**config.mk**
```make
export PLATFORM = sky130hd
export DESIGN_NAME = fb_scanout
export DESIGN_NICKNAME = d
export VERILOG_FILES = /design/src/rtl/dpa_pkg.sv /design/src/rtl/sync_fifo.sv /design/src/rtl/fb_scanout.sv
export SDC_FILE = /design/constraint.sdc
export NUM_CORES = 1
export LEC_CHECK = 0
export BUFFER_PORTS_ARGS = -buffer_cell sky130_fd_sc_hd__buf_2
export CORE_MARGIN = 10
export CORE_UTILIZATION = 44
export CTS_BUF_LIST = sky130_fd_sc_hd__clkbuf_4 sky130_fd_sc_hd__clkbuf_8 sky130_fd_sc_hd__clkbuf_16
export DETAILED_ROUTE_END_ITERATION = 10
export GPL_TIMING_DRIVEN = 0
export PLACE_DENSITY = 0.7
export SYNTH_ARGS = -nofsm -noshare
export SYNTH_HDL_FRONTEND = slang
export SYNTH_HIERARCHICAL = 1
export SYNTH_SLANG_ARGS = --single-unit
export TNS_END_PERCENT = 100
```
**constraint.sdc**
```tcl
create_clock -name clk -period 2.85 [get_ports clk]
set_clock_uncertainty 0.1 [all_clocks]
set_input_delay 0.57 -clock clk [delete_from_list [all_inputs] [get_ports clk]]
set_output_delay 0.57 -clock clk [all_outputs]
set_load 0.03 [all_outputs]
```
**src/rtl/dpa_pkg.sv**
```systemverilog
// Shared definitions for the image-memory (IM) datapath blocks: bus widths,
// frame geometries and the scan-out state encoding.
package dpa_pkg;

    localparam int IM_ADDR_W = 20;
    localparam int IM_DATA_W = 24;

    localparam int GEOM_128 = 128;
    localparam int GEOM_256 = 256;
    localparam int GEOM_512 = 512;

    localparam logic [1:0] ST_IDLE_ENC  = 2'd0;
    localparam logic [1:0] ST_REQ_ENC   = 2'd1;
    localparam logic [1:0] ST_FETCH_ENC = 2'd2;
    localparam logic [1:0] ST_DRAIN_ENC = 2'd3;

    typedef enum logic [1:0] {
        S_IDLE  = ST_IDLE_ENC,
        S_REQ   = ST_REQ_ENC,
        S_FETCH = ST_FETCH_ENC,
        S_DRAIN = ST_DRAIN_ENC
    } scan_state_e;

endpackage

```
**src/rtl/sync_fifo.sv**
```systemverilog
// Small synchronous FIFO with a registered-pointer design; a push and a pop in
// the same cycle leave the occupancy unchanged.
module sync_fifo #(
    parameter int DATA_W = 24,
    parameter int DEPTH  = 4
) (
    input  logic                     clk,
    input  logic                     reset,
    input  logic                     push_i,
    input  logic [DATA_W-1:0]        push_data_i,
    input  logic                     pop_i,
    output logic [DATA_W-1:0]        head_o,
    output logic [$clog2(DEPTH):0]   count_o,
    output logic                     empty_o
);

    localparam int PTR_W = $clog2(DEPTH);
    localparam int CNT_W = PTR_W + 1;

    logic [DATA_W-1:0] mem_q [DEPTH];
    logic [PTR_W-1:0]  wr_ptr_q, rd_ptr_q;
    logic [CNT_W-1:0]  count_q;
    logic              do_pop;

    assign do_pop  = pop_i && (count_q != '0);
    assign head_o  = mem_q[rd_ptr_q];
    assign count_o = count_q;
    assign empty_o = (count_q == '0);

    // NOTE: storage has no reset; the count alone defines which entries are live.
    always_ff @(posedge clk) begin
        if (push_i) begin
            mem_q[wr_ptr_q] <= push_data_i;
        end
    end

    // NOTE: sequential state uses non-blocking assignments so every register samples pre-edge values.
    always_ff @(posedge clk or posedge reset) begin
        if (reset) begin
            wr_ptr_q <= '0;
            rd_ptr_q <= '0;
            count_q  <= '0;
        end else begin
            if (push_i) wr_ptr_q <= wr_ptr_q + PTR_W'(1);
            if (do_pop) rd_ptr_q <= rd_ptr_q + PTR_W'(1);
            count_q <= count_q + CNT_W'(push_i) - CNT_W'(do_pop);
        end
    end

endmodule

```
**src/rtl/fb_scanout.sv**
```systemverilog
// Frame-buffer scan-out: reads a whole frame from IM through a prefetch FIFO and
// emits it as a valid/ready pixel stream with frame and line markers.
module fb_scanout
    import dpa_pkg::*;
#(
    parameter int ADDR_W     = IM_ADDR_W,
    parameter int DATA_W     = IM_DATA_W,
    parameter int LINE_W     = GEOM_256,
    parameter int N_LINES    = GEOM_256,
    parameter int FIFO_DEPTH = 4
) (
    input  logic              clk,
    input  logic              reset,
    input  logic              start,
    input  logic [ADDR_W-1:0] fb_base,
    output logic              bus_req,
    input  logic              bus_gnt,
    output logic [ADDR_W-1:0] im_a,
    output logic              im_wen_n,
    input  logic [DATA_W-1:0] im_q,
    output logic [DATA_W-1:0] px_data,
    output logic              px_valid,
    input  logic              px_ready,
    output logic              px_sof,
    output logic              px_sol,
    output logic              px_eof,
    output logic              busy,
    output logic              done
);

    localparam int NPIX  = LINE_W * N_LINES;
    localparam int IDX_W = $clog2(NPIX);
    localparam int COL_W = $clog2(LINE_W);
    localparam int CNT_W = $clog2(FIFO_DEPTH) + 1;
    localparam logic [IDX_W-1:0] LAST_IDX = IDX_W'(NPIX - 1);

    scan_state_e       state_q, state_d;
    logic [ADDR_W-1:0] base_q, base_d;
    logic [IDX_W-1:0]  rd_idx_q, rd_idx_d;
    logic [IDX_W-1:0]  out_idx_q, out_idx_d;
    logic [ADDR_W-1:0] im_a_q;
    logic              inflight_q;
    logic              done_q, done_d;

    logic              issue;
    logic              pop;
    logic              fifo_empty;
    logic [CNT_W-1:0]  fifo_count;

    sync_fifo #(
        .DATA_W (DATA_W),
        .DEPTH  (FIFO_DEPTH)
    ) u_fifo (
        .clk         (clk),
        .reset       (reset),
        .push_i      (inflight_q),
        .push_data_i (im_q),
        .pop_i       (pop),
        .head_o      (px_data),
        .count_o     (fifo_count),
        .empty_o     (fifo_empty)
    );

    // Reads in flight count against FIFO space so a returning word always fits.
    assign issue = (state_q == S_FETCH) && bus_gnt
                && ((fifo_count + CNT_W'(inflight_q)) < CNT_W'(FIFO_DEPTH));

    // The address goes out in the issue cycle; the SRAM returns data one cycle later.
    assign im_a     = issue ? (base_q + ADDR_W'(rd_idx_q)) : im_a_q;
    assign im_wen_n = 1'b1;

    assign px_valid = !fifo_empty;
    assign pop      = px_valid && px_ready;
    assign px_sof   = px_valid && (out_idx_q == '0);
    assign px_sol   = px_valid && (out_idx_q[COL_W-1:0] == '0);
    assign px_eof   = px_valid && (out_idx_q == LAST_IDX);

    assign busy = (state_q != S_IDLE);
    assign done = done_q;

    // NOTE: every always_comb output gets a default first so no path infers a latch.
    always_comb begin
        state_d   = state_q;
        base_d    = base_q;
        rd_idx_d  = rd_idx_q;
        out_idx_d = pop ? (out_idx_q + IDX_W'(1)) : out_idx_q;
        done_d    = 1'b0;
        bus_req   = 1'b0;

        unique case (state_q)
            S_IDLE: begin
                if (start) begin
                    base_d    = fb_base;
                    rd_idx_d  = '0;
                    out_idx_d = '0;
                    state_d   = S_REQ;
                end
            end
            S_REQ: begin
                bus_req = 1'b1;
                if (bus_gnt) state_d = S_FETCH;
            end
            S_FETCH: begin
                bus_req = 1'b1;
                if (issue) begin
                    rd_idx_d = rd_idx_q + IDX_W'(1);
                    if (rd_idx_q == LAST_IDX) state_d = S_DRAIN;
                end
            end
            S_DRAIN: begin
                if (pop && (out_idx_q == LAST_IDX)) begin
                    done_d  = 1'b1;
                    state_d = S_IDLE;
                end
            end
            default: state_d = S_IDLE;
        endcase
    end

    always_ff @(posedge clk or posedge reset) begin
        if (reset) begin
            state_q    <= S_IDLE;
            base_q     <= '0;
            rd_idx_q   <= '0;
            out_idx_q  <= '0;
            im_a_q     <= '0;
            inflight_q <= 1'b0;
            done_q     <= 1'b0;
        end else begin
            state_q    <= state_d;
            base_q     <= base_d;
            rd_idx_q   <= rd_idx_d;
            out_idx_q  <= out_idx_d;
            im_a_q     <= im_a;
            inflight_q <= issue;
            done_q     <= done_d;
        end
    end

endmodule
```
==> key figures, run 1 <==
STA
  – Min Hold Slack: 0.229 ns
  – Post-Route Setup TNS: -6.18 ns
  – Final setup vio count: 16
  – F_max: 294 MHz
  – Fin crit period: 3.41 ns
  – Worst rel slew slack: 15.0%
  – RSZ-0062 raised after global routing: yes
  – Slew @ Worst Pin: 1.28 ns
  – Setup WS post-layout: -0.555 ns
  – Pins Over Slew Limit: 0
  – Final hold violations: 0
  – Final period utilization: 119%

Route
  – Detailed Route Iter0 Violations: 347
  – Detailed Route WL: 18,400 microns
  – First-pass DRT Iterations: 5
  – Mean routed wirelength per cell: 17.7 microns
  – Vias per cell: 5.28
  – Antenna viol nets, final: 0
  – DRC: 0
  – Routed via count: 5,511

Worst setup path
  – R2R setup slack: 0.21 ns
  – R2r worst-path depth: 13
  – Worst Setup Start Kind: flip-flop
  – Largest fanout on the critical path: 3
  – Crit. End Element: output port
  – Worst setup path category: reg -> out
  – Arrival time at the worst endpoint: 2.74 ns
  – WP data required: 2.18 ns
  – Reg-to-reg startpoint: u_fifo/count_o[2]
  – Reg2reg end: u_fifo/count_o[2]

Logic synthesis
  – Fraction of registers with async set/reset: 46.4%
  – Yosys cell types: 61
  – Post-synth EDFFs: 96
  – Syn_nets: 728
  – Synth Register Bits: 179
  – Syn Std Cell Area: 0.00821 sq mm
  – Register area share after synthesis: 60.4%
  – Synth warn: 6
  – Post-Syn Instances: 647
  – Avg Cell Area, Syn: 12.7 sq um
  – Dominant synthesized flop cell: edfxtp_1

Pwr
  – Cell Pwr Density: 962 mW/mm^2
  – Peak VDD IR: 0.000524 V
  – Leakage Power: 4.37 nW

Cells and area
  – Final Cell Area: 0.0105 sq mm
  – Fillcell total: 1,443
  – Area occupied by multi-input gates: 0.00342 sq mm
  – Share of layout cells above drive strength 1: 34.8%
  – Final core occ: 57.9%
  – Storage cell area: 0.00497 sq mm
  – Final #Nets: 881
  – Area growth syn-to-layout: 28.0%

Floorplan
  – Chip Width: 157 microns
  – Initial Utilization: 45.2%
  – Core Box Area: 0.0181 sq mm
  – Die ar.: 0.0245 sq mm
  – Row count: 49
  – Num ports: 101
  – Die height: 157 microns

Placement
  – PortBufs: 99
  – DPL Wire Length: 12,500 microns
  – Pre-CTS setup slack: -0.439 ns
  – Final GP Congestion: 0.800
  – Placed Area: 0.00905 sq mm

Clock network
  – CTS clk-pin slew, worst paths: 0.07 ns
  – Clk buf depth: 2
  – H-tree Lvls: 4
  – CTS tree: yes
  – Worst skew pair latency: 0.43 ns
  – Clk sink count: 179
  – Total CTS buffers: 17
  – Root Driver: clkbuf_16

Worst hold path
  – Hold Crit Depth: 3
  – Min-delay src: fb_base[0]
  – Hold Path Sink: base_q[0]
  – HP Class: in -> reg

Job
  – Max_cap viols: 0

Global route
  – GR Util All Layers: 15.3%
  – Initial antenna violation count: 1
  – Largest net degree at the start of global routing: 54
  – Number of global-route vias before repair: 5,566
  – Wire length of the first global-routing pass: 29,600 microns
  – Total gr overflow: 0

Status
  – Failing checks: negative setup slack
  – Status: finished, violations left
synth_stat cells, types with 2 or more instances:
| master | count | area (sq um) |
|---|---|---|
| a211oi_1 | 4 | 30.0 |
| a21o_1 | 9 | 67.6 |
| a21oi_1 | 22 | 110 |
| a22o_1 | 3 | 26.3 |
| a31oi_1 | 2 | 12.5 |
| a41oi_1 | 2 | 17.5 |
| and2_1 | 7 | 43.8 |
| and3_1 | 8 | 50.1 |
| and4_1 | 4 | 35.0 |
| buf_1 | 3 | 11.3 |
| buf_12 | 2 | 40.0 |
| buf_2 | 4 | 20.0 |
| clkbuf_1 | 13 | 48.8 |
| dfrtp_1 | 83 | 2080 |
| edfxtp_1 | 96 | 2880 |
| fa_1 | 2 | 40.0 |
| ha_1 | 30 | 375 |
| inv_1 | 26 | 97.6 |
| mux4_1 | 6 | 158 |
| mux4_2 | 18 | 405 |
| nand2_1 | 103 | 387 |
| nand2b_1 | 4 | 25.0 |
| nand3_1 | 15 | 75.1 |
| nand4_1 | 10 | 62.6 |
| nor2_1 | 36 | 135 |
| nor2b_1 | 5 | 31.3 |
| nor3_1 | 9 | 45.0 |
| nor4_1 | 4 | 25.0 |
| o21a_1 | 3 | 22.5 |
| o21ai_0 | 24 | 120 |
| o21ai_1 | 12 | 60.1 |
| o21bai_1 | 2 | 15.0 |
| o31a_1 | 2 | 17.5 |
| o31ai_1 | 3 | 22.5 |
| or3_1 | 5 | 31.3 |
| xnor2_1 | 17 | 149 |
| xor2_1 | 25 | 219 |
timing repair:
action / 4_1_cts / 5_1_grt
gates resized for setup: 104 / 36
setup buffers: 26 / 13
hold buffers: 1 / 0
hold endpoints to repair: 7 / 0
setup endpoints to repair: 21 / 22
pin swaps: 23 / 20
layout make-up:
type	instances	share of cell area, %
multi-input cells	417	32.6
diodes	1	0.0238
repair buffers	139	9.11
plain buffers	19	1.43
inverters	27	0.988
well taps	229	2.73
flip-flops and latches	179	47.3
clock inverters	15	1.81
clock buffers	17	4.05
flip-flops by register name, indices dropped and copies added, names as in the netlist:
signal	count
done	1
inflight_q	1
rd_idx_q	16
state_q	2
base_q	20
u_fifo/rd_ptr_q	2
u_fifo/count_o	3
u_fifo/mem_q	96
im_a_q	20
out_idx_q	16
u_fifo/wr_ptr_q	2
power by group:
group | internal (mW) | switching (mW)
clock | 1.21 | 1.18
combinational | 1.73 | 2.46
sequential | 3.19 | 0.336
metrics by stage:
step,cells,power (mW)
6_report,1043,10.1
5_1_grt,1042,10.7
4_1_cts,1030,10.0
3_5_place_dp,976,7.12
3_3_place_gp,975,7.06
2_1_floorplan,647,6.11
critical path, cell delays in order (launching register included):
cell and delay [ns]:
dfrtp_1 0.42, ha_2 0.20, inv_2 0.05, fa_2 0.20, nor2b_2 0.05, o31a_1 0.30
o31ai_4 0.28, nand2_2 0.10, a31o_1 0.24, xnor2_2 0.15, o21ai_2 0.16, buf_6 0.15
cells by family (layout without fill, tap and decap cells):
family / after synthesis / count (layout) / synth area share [%]
simple gates: 215 / 215 / 12.0
flops: 179 / 179 / 60.4
compound gates: 100 / 100 / 7.83
buf+inv: 51 / 217 / 2.93
xor+xnor: 42 / 42 / 4.48
fa+ha+maj: 32 / 32 / 5.06
mux: 27 / 27 / 7.25
other cells: 1 / 2 / 0.0457
worst max-delay path by stage:
stage / endpoint / slack, ns / cells past startpoint / startpoint
after floorplan: im_a[12] / -0.06 / 10 / rd_idx_q[0]
after global placement: base_q[11] / -0.77 / 2 / reset
after detailed placement: im_a[5] / -0.44 / 8 / u_fifo/count_o[1]
after CTS: im_a[18] / -0.60 / 11 / base_q[0]
after global routing: im_a[12] / -0.69 / 11 / base_q[0]
final: im_a[14] / -0.56 / 11 / base_q[0]
cell usage in the layout (no fill, tap or decap), types with 6 or more instances in the layout:
master,instances
buf_4,37
nor3_1,8
buf_6,25
edfxtp_1,96
a21o_1,9
nor2_1,35
inv_8,6
o21ai_0,16
mux4_1,6
inv_1,24
clkbuf_16,17
ha_1,16
a21oi_2,6
a21oi_1,16
xnor2_1,13
mux4_2,18
dfrtp_2,10
dfrtp_1,73
and2_1,6
nand3_1,13
nand4_1,10
xor2_1,24
ha_4,12
nand2_1,101
o21ai_2,15
buf_2,82
per-layer routing:
metal	GRT usage, %	vias up	wire (microns)
li1	-	2655	-
met1	19.7	2671	8110
met2	25.2	163	8940
met3	3.84	22	1100
met4	4.13	0	281
met5	0	-	0
Note: power is estimated with default switching activity, not from simulation.
==> run 2: changes to the inputs <==
- BUFFER_PORTS_ARGS: -buffer_cell sky130_fd_sc_hd__buf_2 -> -buffer_cell sky130_fd_sc_hd__clkbuf_2
==> run 2 against run 1 <==
  * Sequential power about the same
  * The run still ends with negative setup slack left
  * Count of clock-buffer cells in the layout unchanged
  * Via count increased by 0.15%
  * Register-to-register slack about the same
  * Sequential share of layout area increased by 0.20 points
  * Routed wire length decreased by 1.1%
  * Final cell count decreased by 0.67%
  * Maximum frequency decreased by 1.6%
  * Global-route usage decreased by 0.24 points
  * Combinational power increased by 2%
==> key figures, run 2 (synthesis gave the netlist of run 1 again) <==
Cells and area
  – Area growth syn-to-layout: 27.4%
  – Final core occ: 57.6% (-0.28 points)
  – Share of layout cells above drive strength 1: 33.6% (-1.2 points)
  – Commonest cells after routing, fill and taps aside: 101 x nand2_1, 96 x edfxtp_1, 78 x clkbuf_2
  – Max reg flops: 96 (unchanged)
  – Fillcell total: 1,428 (-1.0%)
  – Antenna Cells: 0 (-1)
  – Biggest register: u_fifo/mem_q
  – Final #Nets: 875 (-0.68%)
  – Regs by FF count: u_fifo/mem_q: 96 flops, base_q: 20 flops, im_a_q: 20 flops
  – Most common cell after layout, fill and taps aside: nand2_1

Worst setup path
  – Worst-path cell chain: ha_2, inv_2, fa_2, nor2b_2, o31a_1, o31ai_4, nand2_2, a31o_1, xnor2_2, o21ai_2, clkbuf_8
  – CP peak stage delay: 0.42 ns (about the same)
  – Worst setup path category: reg -> out
  – Crit-path slowest cell: dfrtp_1
  – Arrival time at the worst endpoint: 2.79 ns (+0.05 ns)
  – Crit. End Element: output port
  – WP data required: 2.18 ns (about the same)
  – Largest fanout on the critical path: 3 (unchanged)
  – Worst Setup Start Kind: flip-flop

STA
  – Final setup vio count: 17 (+1)
  – Setup WS post-layout: -0.610 ns (-0.0544 ns)
  – RSZ-0062 raised after global routing: yes
  – Final hold violations: 0 (unchanged)
  – Slew @ Worst Pin: 1.29 ns (+0.0101 ns)
  – F_max: 289 MHz (-1.6%)
  – Fin crit period: 3.46 ns (+0.0544 ns)
  – Min Hold Slack: 0.229 ns (+0.000703 ns)
  – Final period utilization: 121% (+1.9 points)
  – Worst rel slew slack: 14.3% (-0.67 points)
  – Pins Over Slew Limit: 0 (unchanged)

Route
  – Detailed Route WL: 18,200 microns (-1.1%)
  – Vias per cell: 5.33 (+0.82%)
  – DRC: 0 (unchanged)
  – Detailed Route Iter0 Violations: 394 (+14%)
  – Antenna viol nets, final: 0 (unchanged)
  – Mean routed wirelength per cell: 17.6 microns (-0.48%)
  – Routed via count: 5,519 (+0.15%)
  – First-pass DRT Iterations: 4 (-1)

Floorplan
  – Initial Utilization: 45.2% (unchanged)
  – Die height: 157 microns (unchanged)
  – Row count: 49 (unchanged)
  – Die ar.: 0.0245 sq mm (unchanged)
  – Chip Width: 157 microns (unchanged)
  – Num ports: 101 (unchanged)
  – Core Box Area: 0.0181 sq mm (unchanged)

Clock network
  – Clk sink count: 179 (unchanged)
  – Clk buf depth: 2 (unchanged)
  – H-tree Lvls: 4 (unchanged)
  – Worst skew pair latency: 0.43 ns (about the same)
  – CTS tree: yes
  – Total CTS buffers: 17 (unchanged)
  – Root Driver: clkbuf_16
  – CTS clk-pin slew, worst paths: 0.07 ns (about the same)

Global route
  – Total gr overflow: 0 (unchanged)
  – Number of global-route vias before repair: 5,656 (+1.6%)
  – GR Util All Layers: 15.1% (-0.24 points)
  – Largest net degree at the start of global routing: 54 (unchanged)
  – Wire length of the first global-routing pass: 29,300 microns (-0.91%)
  – Initial antenna violation count: 0 (-1)

Placement
  – Final GP Congestion: 0.801 (about the same)
  – DPL Wire Length: 12,400 microns (about the same)
  – PortBufs: 99 (unchanged)

Pwr
  – Peak VDD IR: 0.000589 V (+12%)
  – Cell Pwr Density: 963 mW/mm^2 (+0.10%)
  – Leakage Power: 4.38 nW (+0.16%)

Status
  – Failing checks: negative setup slack
  – Status: finished, violations left

Worst hold path
  – HP Class: in -> reg

Job
  – Max_cap viols: 0 (unchanged)
run 2: worst max-delay path, delay by kind of cell (launching register included):
kind	cells	cell delay, ns
compound gates	4	1.00
flops	1	0.42
fa+ha+maj	2	0.41
buf+inv	2	0.23
simple gates	2	0.15
xor+xnor	1	0.15
run 2: per-stage QoR:
step           setup WS, ns  setup TNS, ns  area (sq um)  std cells  total power, mW
2_1_floorplan       -0.0641        -0.0641          8240        647             6.11
3_3_place_gp         -0.756         -63.08          9020        975             7.06
3_5_place_dp         -0.457          -6.50          9050        976             7.13
4_1_cts              -0.601          -6.80         10200       1027             9.94
5_1_grt              -0.703          -8.77         10500       1036             10.7
6_report             -0.610          -6.89         10500       1036             10.1
run 2: area by class of cell:
type | instances | area, sq um | share of cell area (%)
Buffer | 20 | 159 | 1.52
Clock buffer | 17 | 425 | 4.07
Clock inverter | 15 | 156 | 1.50
Inverter | 27 | 104 | 0.993
Multi-Input combinational cell | 417 | 3420 | 32.7
Sequential cell | 179 | 4970 | 47.5
Tap cell | 229 | 287 | 2.74
Timing Repair Buffer | 132 | 935 | 8.94
run 2: repair_timing:
item                                   CTS  global route
hold buffers                             1             0
endpoints found under the hold margin    7             0
pin swaps                               25            18
resized for setup                      102            43
setup endpoints to repair               20            22
setup buffers                           22             9
run 2: where the power goes:
part / total [mW] / switching (mW) / leakage [nW] / internal (mW)
clock: 2.29 / 1.11 / 0.285 / 1.18
sequential: 3.51 / 0.322 / 1.94 / 3.19
combinational: 4.27 / 2.51 / 2.16 / 1.77
total: 10.1 / 3.94 / 4.38 / 6.13
run 2: routing by layer:
layer,share of wire (%),global-route usage [%],up-vias
li1,-,-,2647
met1,45,19.3,2729
met2,49,24.9,129
met3,4.5,3.67,14
met4,0.99,4.45,0
met5,0,0,-
run 2: path summary, 6_finish.rpt:
| check | start | to | slack, ns | cells past startpoint |
|---|---|---|---|---|
| worst max-delay path | base_q[0] | im_a[14] | -0.61 | 11 |
| worst max register to register | u_fifo/count_o[2] | u_fifo/count_o[2] | 0.22 | 13 |
| min in group asynchronous | reset | u_fifo/rd_ptr_q[1] | 0.56 | 3 |
| worst min register to register | im_a_q[18] | im_a_q[18] | 0.38 | 2 |
| max in group asynchronous | reset | rd_idx_q[3] | 1.51 | 4 |
| worst min-delay path | fb_base[11] | base_q[11] | 0.23 | 3 |
